**src/rtl/rom_dwnld_mapper_if.sv**
```systemverilog
// Loader-to-SDRAM programming bus: byte-serial ioctl download in, 16-bit masked prog writes out.
interface rom_dwnld_mapper_if;
    logic        downloading;
    logic [24:0] ioctl_addr;
    logic [7:0]  ioctl_dout;
    logic        ioctl_wr;
    logic        sdram_ack;
    logic [21:0] prog_addr;
    logic [7:0]  prog_data;
    logic [1:0]  prog_mask;
    logic        prog_we;
    logic        prom_we;
    logic        header;

    modport master (
        output downloading, ioctl_addr, ioctl_dout, ioctl_wr, sdram_ack,
        input  prog_addr, prog_data, prog_mask, prog_we, prom_we, header
    );

    modport slave (
        input  downloading, ioctl_addr, ioctl_dout, ioctl_wr, sdram_ack,
        output prog_addr, prog_data, prog_mask, prog_we, prom_we, header
    );
endinterface

```
**src/rtl/rom_dwnld_mapper.sv**
```systemverilog
// Maps the byte-serial ROM download onto SDRAM programming writes, with header skip,
// optional byte-lane swap and a separately strobed PROM region.
module rom_dwnld_mapper #(
    parameter bit          SWAB       = 1'b0,
    parameter logic [24:0] HEADER     = 25'd0,
    parameter logic [24:0] PROM_START = 25'h1FF_FFFF
) (
    input  logic             clk,
    input  logic             rst_n,
    rom_dwnld_mapper_if.slave bus
);

    logic [24:0] pay_addr;
    logic [24:0] prom_off;
    logic        is_hdr;
    logic        is_prom;
    logic        wr_ok;

    logic [21:0] prog_addr_q;
    logic [7:0]  prog_data_q;
    logic [1:0]  prog_mask_q;
    logic        prog_we_q;
    logic        prom_we_q;
    logic        header_q;

    assign pay_addr = bus.ioctl_addr - HEADER;
    assign prom_off = pay_addr - PROM_START;
    assign is_prom  = pay_addr >= PROM_START;
    assign wr_ok    = bus.ioctl_wr & bus.downloading;

    // With no header the compare would be constant; tie it off instead.
    generate
        if (HEADER == 25'd0) begin : g_no_hdr
            assign is_hdr = 1'b0;
        end else begin : g_hdr
            assign is_hdr = bus.ioctl_addr < HEADER;
        end
    endgenerate

    always_ff @(posedge clk or negedge rst_n) begin
        if (!rst_n) begin
            prog_addr_q <= '0;
            prog_data_q <= '0;
            prog_mask_q <= 2'b11;
            prog_we_q   <= 1'b0;
            prom_we_q   <= 1'b0;
            header_q    <= 1'b0;
        end else begin
            prom_we_q <= 1'b0;
            header_q  <= 1'b0;
            if (!bus.downloading) begin
                prog_we_q   <= 1'b0;
                prog_mask_q <= 2'b11;
            end else begin
                if (bus.sdram_ack)
                    prog_we_q <= 1'b0;
                // A new ROM byte overrides a same-cycle acknowledge.
                if (wr_ok) begin
                    if (is_hdr) begin
                        header_q <= 1'b1;
                    end else if (is_prom) begin
                        prog_addr_q <= prom_off[21:0];
                        prog_data_q <= bus.ioctl_dout;
                        prog_mask_q <= 2'b11;
                        prom_we_q   <= 1'b1;
                    end else begin
                        prog_addr_q <= pay_addr[22:1];
                        prog_data_q <= bus.ioctl_dout;
                        prog_mask_q <= (pay_addr[0] ^ SWAB) ? 2'b01 : 2'b10;
                        prog_we_q   <= 1'b1;
                    end
                end
            end
        end
    end

    assign bus.prog_addr = prog_addr_q;
    assign bus.prog_data = prog_data_q;
    assign bus.prog_mask = prog_mask_q;
    assign bus.prog_we   = prog_we_q;
    assign bus.prom_we   = prom_we_q;
    assign bus.header    = header_q;

endmodule

```
**src/flat_wrapper.sv**
```systemverilog
// flat-port wrapper written by rule: the top's interface ports become plain ports
module rom_dwnld_mapper_flat 
#(
    parameter bit          SWAB       = 1'b0,
    parameter logic [24:0] HEADER     = 25'd0,
    parameter logic [24:0] PROM_START = 25'h1FF_FFFF
)
  (clk, rst_n, bus_downloading, bus_ioctl_addr, bus_ioctl_dout, bus_ioctl_wr, bus_sdram_ack, bus_prog_addr, bus_prog_data, bus_prog_mask, bus_prog_we, bus_prom_we, bus_header);
  rom_dwnld_mapper_if bus_i ();
  input  logic clk;
  input  logic rst_n;
  input wire logic [$bits(bus_i.downloading)-1:0] bus_downloading;
  input wire logic [$bits(bus_i.ioctl_addr)-1:0] bus_ioctl_addr;
  input wire logic [$bits(bus_i.ioctl_dout)-1:0] bus_ioctl_dout;
  input wire logic [$bits(bus_i.ioctl_wr)-1:0] bus_ioctl_wr;
  input wire logic [$bits(bus_i.sdram_ack)-1:0] bus_sdram_ack;
  output wire logic [$bits(bus_i.prog_addr)-1:0] bus_prog_addr;
  output wire logic [$bits(bus_i.prog_data)-1:0] bus_prog_data;
  output wire logic [$bits(bus_i.prog_mask)-1:0] bus_prog_mask;
  output wire logic [$bits(bus_i.prog_we)-1:0] bus_prog_we;
  output wire logic [$bits(bus_i.prom_we)-1:0] bus_prom_we;
  output wire logic [$bits(bus_i.header)-1:0] bus_header;
  assign bus_i.downloading = bus_downloading;
  assign bus_i.ioctl_addr = bus_ioctl_addr;
  assign bus_i.ioctl_dout = bus_ioctl_dout;
  assign bus_i.ioctl_wr = bus_ioctl_wr;
  assign bus_i.sdram_ack = bus_sdram_ack;
  assign bus_prog_addr = bus_i.prog_addr;
  assign bus_prog_data = bus_i.prog_data;
  assign bus_prog_mask = bus_i.prog_mask;
  assign bus_prog_we = bus_i.prog_we;
  assign bus_prom_we = bus_i.prom_we;
  assign bus_header = bus_i.header;
  rom_dwnld_mapper #(.SWAB(SWAB), .HEADER(HEADER), .PROM_START(PROM_START)) u_core (.clk(clk), .rst_n(rst_n), .bus(bus_i));
endmodule
```
**config.mk**
```make
export PLATFORM = sky130hd
export DESIGN_NAME = rom_dwnld_mapper_flat
export DESIGN_NICKNAME = d
export VERILOG_FILES = /design/src/rtl/rom_dwnld_mapper_if.sv /design/src/rtl/rom_dwnld_mapper.sv /design/src/flat_wrapper.sv
export SDC_FILE = /design/constraint.sdc
export NUM_CORES = 1
export LEC_CHECK = 0
export ABC_AREA = 0
export CAP_MARGIN = 25
export CORE_ASPECT_RATIO = 1.4
export CORE_MARGIN = 4
export CORE_UTILIZATION = 41
export CTS_CLUSTER_DIAMETER = 200
export CTS_CLUSTER_SIZE = 12
export DETAILED_ROUTE_END_ITERATION = 8
export PLACE_DENSITY = 0.78
export SLEW_MARGIN = 10
export SYNTH_ARGS = -nofsm -noshare
export SYNTH_HDL_FRONTEND = slang
export SYNTH_SLANG_ARGS = --single-unit
```
**constraint.sdc**
```tcl
create_clock -name clk -period 1 [get_ports clk]
set_clock_uncertainty 0.05 [all_clocks]
set_input_delay 0.1 -clock clk [delete_from_list [all_inputs] [get_ports clk]]
set_output_delay 0.1 -clock clk [all_outputs]
set_load 0.05 [all_outputs]
```
==> results.yml, run 1 <==
route:
  num_vias: 1901
  ant_nets: 0
  wirelength_um: 7170
  vias_per_cell: 5.73
  drtPass1Iterations: 4
  first_iter_violations: 57
  drc: 0
  wl_per_cell_um: 21.6
critical_path:
  critical_path_class: "primary input to register"
  cp.arrival_ps: 1570
  required_ps: 1170
  crit_chain: "buf_6, nand4_1, or4_4, a2111oi_4, buf_4, a311o_1"
  crit_path_start_kind: "primary input"
  max_stage_delay_ps: 610
  path_buf_inv: 2
  crit_fanout: 6
  slowest_stage: "or4_4"
  cp_top_family: "simple AND/OR/NAND/NOR gates"
  cp-end-kind: "register"
global_routing:
  grtUsageTotal_pct: 30.1
  grt_pass1_wl_um: 10500
  grt_max_degree: 35
  grt_pass1_vias: 2029
  grt_overflow: 0
  antenna_found_initial: 0
yosys:
  synth_xor_area_share_pct: 0
  synth-simple-area-share_pct: 25.2
  yosysMostFrequentCell: "nand2_1"
  synth_top_cells_by_area: "dfrtp_1, nand2_1, a311o_1"
  synth_edf_count: 0
  netlist_area_um2: 1570
  syn_inst: 161
  synth_top_area_cell: "dfrtp_1"
  synth-seq-cells: 34
  yosys-top-cells-count: "nand2_1, dfrtp_1, o21ai_1"
  syn_area_per_cell_um2: 9.72
  muxShareOfSynthArea_pct: 0.719
  synth_fa_ha_area_share_pct: 0.799
  synth-compound-area-share_pct: 16.1
  synth_top_family_by_area: "simple AND/OR/NAND/NOR gates"
  yosys_most_used_dff: "dfrtp_1"
  synth-async-reset-ratio_pct: 100
  synthesis.nets: 200
  synth.distinct_cells: 32
  synth_warnings: 0
  synth.yosys.seq_area_share_pct: 54.5
  netlist.area_leader.share_pct: 51.2
final_layout:
  drive_gt1_share_pct: 49.7
  nets: 328
  synthToLayoutAreaGrowth_pct: 112
  multiInputGateArea_um2: 769
  antenna_cells: 0
  fill_cells: 142
  fin_area_um2: 3310
  ff_latch_area_um2: 853
placed_design:
  dpl-instance-area_um2: 2980
  place.gp.congestion: 0.883
  place.port_buffers: 71
  dp_hpwl_um: 4220
clock_tree:
  cts_tree: "yes"
  hold_buffers: 0
  htreeDepth: 2
  clk_pin_slew_ps: 70
  cts_root_buf: "clkbuf_8"
  clock_path_buffers: 2
  clk_latency_ps: 290
  cts_made_buffers: 5
  clock-sinks: 34
sta:
  finalCriticalPeriod_ps: 1400
  hold_violations: 0
  setup_viol: 57
  drv_slew: 0
  setup_tns_ps: -9140
  max_freq_mhz: 715
  rsz0062_at_grt: "true"
  fin_crit_sh_pct: 140
  worst_slack_ps: -398
die:
  core-area_um2: 3680
  io_pins: 73
  die_y_um: 81.1
  die_width_um: 60.2
  initial_core_util_pct: 42.6
  fp-row-count: 26
  die_area_um2: 4880
run:
  cap_violations: 0
status:
  status: "complete, but fails checks"
  violations: "setup timing"
pwr:
  p_leak_uw: 0.00156
  power_density_nw_per_um2: 1480
  vdd_ir_drop_max_uv: 1610
hold_path:
  hold_class: "primary input to register"
cell usage in the layout (no fill, tap or decap), types with 5 or more instances in the layout:
master / n
dfrtp_1: 32
clkdlybuf4s50_1: 10
buf_2: 8
nand4_1: 5
a311o_1: 10
buf_6: 24
o21ai_1: 12
nand2_1: 49
buf_4: 42
buf_12: 38
and2_1: 11
clkbuf_8: 6
power breakdown:
group / total (uW) / internal (uW) / switching [uW]
Clock: 1070 / 556 / 517
Sequential: 1720 / 1540 / 179
Combinational: 2130 / 1090 / 1040
registers in the layout, summed over array words and instances (netlist names):
signal,count
u_core.bus.prog_data,8
u_core.bus.prog_we,1
u_core.bus.prog_addr,22
u_core.bus.prog_mask,2
u_core.bus.prom_we,1
metal layers:
layer | vias to the layer above | track usage, % | wire, um
li1 | 819 | - | -
met1 | 948 | 33.4 | 2500
met2 | 110 | 52.2 | 3770
met3 | 24 | 10.0 | 629
met4 | 0 | 11.5 | 267
met5 | - | 0 | 0
kinds of logic (layout without fill, tap and decap cells):
family | Yosys count | count (layout)
other cells | 1 | 1
flops | 34 | 34
simple gates | 82 | 82
compound gates | 33 | 33
mux | 1 | 1
buf+inv | 9 | 138
fa+ha+maj | 1 | 1
timing repair:
item | CTS | global route
cloned | 1 | 0
setup endpoints to repair | 68 | 61
gates resized for setup | 129 | 19
setup buffers | 10 | 9
pin swaps | 22 | 12
worst min-delay path, stage by stage:
cell and delay [ps]:
buf_8 100, nand2_1 50, o21ai_1 50
path summary, 6_finish.rpt:
| check | start | to | cells after the start | slack (ps) |
|---|---|---|---|---|
| setup / recovery | bus_ioctl_addr[21] | u_core.bus.prog_addr[10]$_DFFE_PN0P_ | 6 | -400 |
| hold / removal | bus_ioctl_addr[22] | u_core.bus.prog_addr[21]$_DFFE_PN0P_ | 3 | 6 |
| setup reg to reg | u_core.bus.prog_addr[4]$_DFFE_PN0P_ | u_core.bus.prog_addr[4]$_DFFE_PN0P_ | 2 | -70 |
| hold reg to reg | u_core.bus.prog_mask[0]$_DFFE_PN1P_ | u_core.bus.prog_mask[0]$_DFFE_PN1P_ | 2 | 480 |
| max in group asynchronous | rst_n | u_core.bus.prog_mask[1]$_DFFE_PN1P_ | 2 | 510 |
| min in group asynchronous | rst_n | u_core.bus.prog_data[2]$_DFFE_PN0P_ | 2 | 130 |
cell type report:
| type | instances | area share, % |
|---|---|---|
| Sequential cell | 34 | 25.8 |
| Clock inverter | 1 | 0.151 |
| Timing Repair Buffer | 129 | 46.5 |
| Tap cell | 42 | 1.59 |
| Inverter | 1 | 0.113 |
| Multi-Input combinational cell | 118 | 23.2 |
| Clock buffer | 7 | 2.61 |
per-stage QoR:
step / utilization, % / power (uW) / worst slack (ps) / cells / hold slack (ps)
finish: 90.1 / 4910 / -398 / 332 / 5.72
CTS: 87.3 / 4770 / -260 / 323 / 3.64
global placement: 81.0 / 3600 / -1040 / 305 / 434
detailed placement: 81.0 / 3650 / -1110 / 305 / 455
global route: 90.1 / 5070 / -436 / 332 / 12.1
floorplan: - / 2440 / -533 / 161 / -246
(Power assumes the default switching activity.)
==> run 2, diff against run 1 <==
--- a/config.mk
+++ b/config.mk
@@ -7,7 +7,6 @@
 export LEC_CHECK = 0
 export ABC_AREA = 0
 export CAP_MARGIN = 25
-export CORE_ASPECT_RATIO = 1.4
 export CORE_MARGIN = 4
 export CORE_UTILIZATION = 41
 export CTS_CLUSTER_DIAMETER = 200
==> results.yml, run 2 (synthesis gave the netlist of run 1 again) <==
sta:
  drv_slew: 0
  fin_crit_sh_pct: 133
  timing.hold.ws_ps: -9.35
  rsz0062_at_grt: "true"
  worst_slack_ps: -327
  setup_viol: 61
  hold_violations: 1
  max_freq_mhz: 753
  finalCriticalPeriod_ps: 1330
placed_design:
  dp_cells: 307
  dp_hpwl_um: 4090
  place.port_buffers: 71
  place.gp.congestion: 0.863
final_layout:
  nets: 323
  final_common_cell: "nand2_1"
  fill_cells: 172
  synthToLayoutAreaGrowth_pct: 107
  largest_reg_flops: 22
  antenna_cells: 0
  final_cell_count_no_fill: 333
  drive_gt1_share_pct: 46.7
  final_cell_mix: "nand2_1, buf_12, buf_4, dfrtp_1, buf_6"
die:
  die_y_um: 69.8
  io_pins: 73
  initial_core_util_pct: 42.4
  die_area_um2: 4870
  fp-row-count: 22
  core-area_um2: 3690
  die_width_um: 69.8
run:
  cap_violations: 0
route:
  drc: 0
  vias_per_cell: 5.65
  wirelength_um: 7040
  drtPass1Iterations: 5
  wl_per_cell_um: 21.1
  num_vias: 1881
  ant_nets: 0
  first_iter_violations: 163
pwr:
  seq_power_share_pct: 35.3
  vdd_ir_drop_max_uv: 1180
  swShare_pct: 35.6
  total_power_uw: 4860
  p_clk_share_pct: 22.7
  power_density_nw_per_um2: 1500
  p_leak_uw: 0.00151
  internal_power_uw: 3130
  p_comb_share_pct: 42.1
  p_switching_uw: 1730
global_routing:
  grt_pass1_vias: 1884
  use_met3_pct: 7.25
  grt_max_degree: 35
  antenna_found_initial: 0
  grtUsageTotal_pct: 27.2
  grt_overflow: 0
  grt_pass1_wl_um: 10200
  use_met1_pct: 29.4
  met2_usage_pct: 50.4
  grt.busiest_layer: "met2"
hold_path:
  hold_class: "primary input to register"
  hold_start: "bus_ioctl_addr[6]"
status:
  violations: "hold timing, setup timing"
  status: "complete, but fails checks"
critical_path:
  crit_path_start_kind: "primary input"
  cp_top_family: "simple AND/OR/NAND/NOR gates"
  slowest_stage: "or4_4"
  r2r_start: "u_core.bus.prog_addr[18]$_DFFE_PN0P_"
  cp-end-kind: "register"
  path_buf_inv: 2
  cp-startpoint: "bus_ioctl_addr[22]"
  crit_fanout: 5
  max_stage_delay_ps: 600
  required_ps: 1180
  crit_chain: "buf_8, nand4_1, or4_4, a2111oi_4, buf_4, a311o_1"
  critical_path_class: "primary input to register"
  cp.arrival_ps: 1500
clock_tree:
  clock_path_buffers: 2
  htreeDepth: 2
  clock-sinks: 34
  clk_pin_slew_ps: 80
  cts_tree: "yes"
  clk_latency_ps: 300
  cts_made_buffers: 5
  cts_root_buf: "clkbuf_8"
run 2: changes by cell type in the layout (fill, tap and decap cells not counted), moves of 2 or more:
cell             before  now
buf_6                24   20
dlygate4sd3_1         0    3
buf_4                42   33
clkdlybuf4s15_2       0    2
run 2: repair_timing:
item / 4_1_cts / 5_1_grt
resized for setup: 120 / 13
endpoints found under the hold margin: 3 / 0
hold buffers: 3 / 0
gates cloned: 1 / 0
pin swaps: 21 / 8
endpoints found under the setup margin: 68 / 64
buffers inserted: 8 / 7
run 2: metal layers:
metal / vias to the layer above / share of wire, %
met4: 0 / 4.1
met5: - / 0
li1: 807 / -
met3: 34 / 7.7
met1: 928 / 35
met2: 112 / 53
run 2: power groups by stage:
stage / clock (uW) / sequential [uW] / combinational [uW]
final: 1100 / 1710 / 2050
after floorplan: 0 / 2200 / 240
after CTS: 1070 / 1700 / 1970
after global routing: 1170 / 1720 / 2110
after detailed placement: 0 / 1720 / 1910
after global placement: 0 / 1700 / 1880
run 2: path summary, 6_finish.rpt:
path | slack [ps] | cells past startpoint | to
setup / recovery | -330 | 6 | u_core.bus.prog_addr[12]$_DFFE_PN0P_
hold / removal | -9 | 3 | u_core.bus.prog_addr[5]$_DFFE_PN0P_
setup reg to reg | -120 | 2 | u_core.bus.prog_addr[18]$_DFFE_PN0P_
hold reg to reg | 510 | 2 | u_core.bus.prog_addr[11]$_DFFE_PN0P_
max in group asynchronous | 530 | 2 | u_core.bus.prog_mask[0]$_DFFE_PN1P_
min in group asynchronous | 120 | 2 | u_core.bus.prog_addr[6]$_DFFE_PN0P_
run 2: through the flow:
step           setup WS [ps]  utilization [%]  cell area (um^2)  setup TNS (ps)  hold slack [ps]
2_1_floorplan           -533                -              1570          -11280             -246
3_5_place_dp           -1090             79.8              2940          -28460              441
4_1_cts                 -249             86.5              3190           -6130             4.96
6_report                -327             88.0              3240           -8610            -9.35
3_3_place_gp           -1040             79.8              2940          -27250              435
5_1_grt                 -382             88.0              3240          -10680             2.42
run 2: tightest hold or removal path: cells and delay by family:
kind	cells	cell delay (ps)
compound gates	1	50
buf+inv	1	100
simple gates	1	50
run 2: layout make-up:
class	instances	area [um^2]	share of cell area, %
timing repair buffer	124	1490	46.0
sequential	34	853	26.3
multi-input combinational	118	742	22.9
clock buffer	7	86.3	2.66
tap	48	60.1	1.85
clock inverter	1	5.00	0.154
inverter	1	3.75	0.116
==> run 3, diff against run 2 <==
--- a/config.mk
+++ b/config.mk
@@ -8,11 +8,11 @@
 export ABC_AREA = 0
 export CAP_MARGIN = 25
 export CORE_MARGIN = 4
-export CORE_UTILIZATION = 41
+export CORE_UTILIZATION = 44
 export CTS_CLUSTER_DIAMETER = 200
 export CTS_CLUSTER_SIZE = 12
 export DETAILED_ROUTE_END_ITERATION = 8
-export PLACE_DENSITY = 0.78
+export PLACE_DENSITY = 0.83
 export SLEW_MARGIN = 10
 export SYNTH_ARGS = -nofsm -noshare
 export SYNTH_HDL_FRONTEND = slang
==> constraint.sdc (replaced) <==
create_clock -name clk -period 1.6 [get_ports clk]
set_clock_uncertainty 0.05 [all_clocks]
set_input_delay 0.16 -clock clk [delete_from_list [all_inputs] [get_ports clk]]
set_output_delay 0.16 -clock clk [all_outputs]
set_load 0.05 [all_outputs]
==> results.yml, run 3 (synthesis gave the netlist of run 1 again) <==
final_layout:
  final_cell_mix: "buf_4, nand2_1, dfrtp_1, clkdlybuf4s50_1"
  synthToLayoutAreaGrowth_pct: 63.4
  drive_gt1_share_pct: 32.7
  antenna_cells: 0
  final_common_cell: "buf_4"
  nets: 301
  largest_reg_flops: 22
  fill_cells: 234
  final_cell_count_no_fill: 309
route:
  ant_nets: 0
  num_vias: 1583
  drc: 0
  wl_per_cell_um: 15.3
  wirelength_um: 4710
  first_iter_violations: 49
  vias_per_cell: 5.12
  drtPass1Iterations: 5
die:
  core-area_um2: 3390
  fp-row-count: 21
  die_width_um: 67.6
  initial_core_util_pct: 46.2
  io_pins: 73
  die_area_um2: 4580
  die_y_um: 67.6
pwr:
  power_density_nw_per_um2: 937
  p_leak_uw: 0.00124
  total_power_uw: 2400
  vdd_ir_drop_max_uv: 638
sta:
  worst_slack_ps: 29.0
  max_freq_mhz: 637
  finalCriticalPeriod_ps: 1570
  setup_viol: 0
  hold_violations: 0
  drv_slew: 0
  setup_tns_ps: 0
  fin_crit_sh_pct: 98.2
critical_path:
  max_stage_delay_ps: 580
  required_ps: 1840
  cp.arrival_ps: 1810
  cp_top_family: "simple AND/OR/NAND/NOR gates"
  path_buf_inv: 2
  slowest_stage: "or4_4"
  critical_path_class: "primary input to register"
  cp-end-kind: "register"
  crit_path_start_kind: "primary input"
  crit_chain: "dlygate4sd2_1, nand4_1, or4_4, a2111oi_4, buf_4, a311o_1"
  crit_fanout: 5
global_routing:
  antenna_found_initial: 0
  grtUsageTotal_pct: 22.2
  grt_pass1_vias: 1557
  grt_overflow: 0
  grt_max_degree: 35
  grt_pass1_wl_um: 7390
clock_tree:
  cts_tree: "yes"
  cts_root_buf: "clkbuf_4"
  clk_pin_slew_ps: 110
  clock_path_buffers: 2
  cts_made_buffers: 5
  clock-sinks: 34
  clk_latency_ps: 340
  htreeDepth: 2
placed_design:
  place_worst_setup_slack_ps: -537
  dp_cells: 299
  place.gp.congestion: 0.847
  place.port_buffers: 71
  dp_hpwl_um: 3470
hold_path:
  hold_class: "primary input to register"
status:
  status: "finished, final reports clean"
run:
  cap_violations: 0
==> run 3: cell count changes in the layout (fill, tap and decap cells not counted), sizes merged <==
cell,before,now
buf,101,65
dlygate4sd2,2,13
clkdlybuf4s50,10,20
clkbuf,12,7
clkdlybuf4s15,3,0
dlygate4sd3,3,0
dlymetal6s2s,0,3
clkinvlp,0,1
==> run 3: tightest hold or removal path, stage by stage <==
cell      delay, ps
clkbuf_2        120
nand2_1          60
o21ai_1          50
==> run 3: report_power, final <==
part / switching [uW] / internal, uW / leakage (uW)
Clock: 308 / 211 / 0.0000343
Combinational: 551 / 315 / 0.000785
Sequential: 50.8 / 959 / 0.000419
==> run 3: area by class of cell <==
cell class                      instances  area [um^2]  share of cell area (%)
Timing Repair Buffer                  102          886                    34.6
Inverter                                1         3.75                   0.147
Multi-Input combinational cell        118          693                    27.1
Tap cell                               46         57.6                    2.25
Clock inverter                          2         12.5                   0.489
Clock buffer                            6         51.3                    2.01
Sequential cell                        34          853                    33.4
==> run 3: worst paths after layout <==
| kind | depth (start not counted) | slack [ps] | startpoint | endpoint |
|---|---|---|---|---|
| max reg2reg | 2 | 610 | u_core.bus.prog_addr[20]$_DFFE_PN0P_ | u_core.bus.prog_addr[20]$_DFFE_PN0P_ |
| max in group asynchronous | 2 | 970 | rst_n | u_core.bus.prog_mask[1]$_DFFE_PN1P_ |
| min in group asynchronous | 2 | 190 | rst_n | u_core.bus.prog_data[7]$_DFFE_PN0P_ |
| min reg2reg | 2 | 440 | u_core.bus.prog_data[0]$_DFFE_PN0P_ | u_core.bus.prog_data[0]$_DFFE_PN0P_ |
| min | 3 | 10 | bus_ioctl_addr[22] | u_core.bus.prog_addr[21]$_DFFE_PN0P_ |
| max | 6 | 30 | bus_ioctl_addr[12] | u_core.bus.prog_addr[2]$_DFFE_PN0P_ |
==> run 3: layer usage <==
metal	GRT usage, %	part of all wire, %
met1	28.5	43
met2	37.5	51
met3	4.83	4.9
met4	6.08	0.89
met5	0	0
==> run 3: through the flow <==
stage / hold slack, ps / utilization, % / area, um^2
after floorplan: -186 / - / 1570
after global placement: 410 / 72.9 / 2470
after detailed placement: 414 / 72.9 / 2470
after CTS: 150 / 75.0 / 2540
after global routing: 2.78 / 75.5 / 2560
final: 11.7 / 75.5 / 2560
==> run 3: repair_timing <==
action	CTS	global route
pin swaps	5	4
endpoints found under the setup margin	20	9
resized for setup	20	6
hold buffers	0	0
cloned	1	0
buffers inserted	0	1
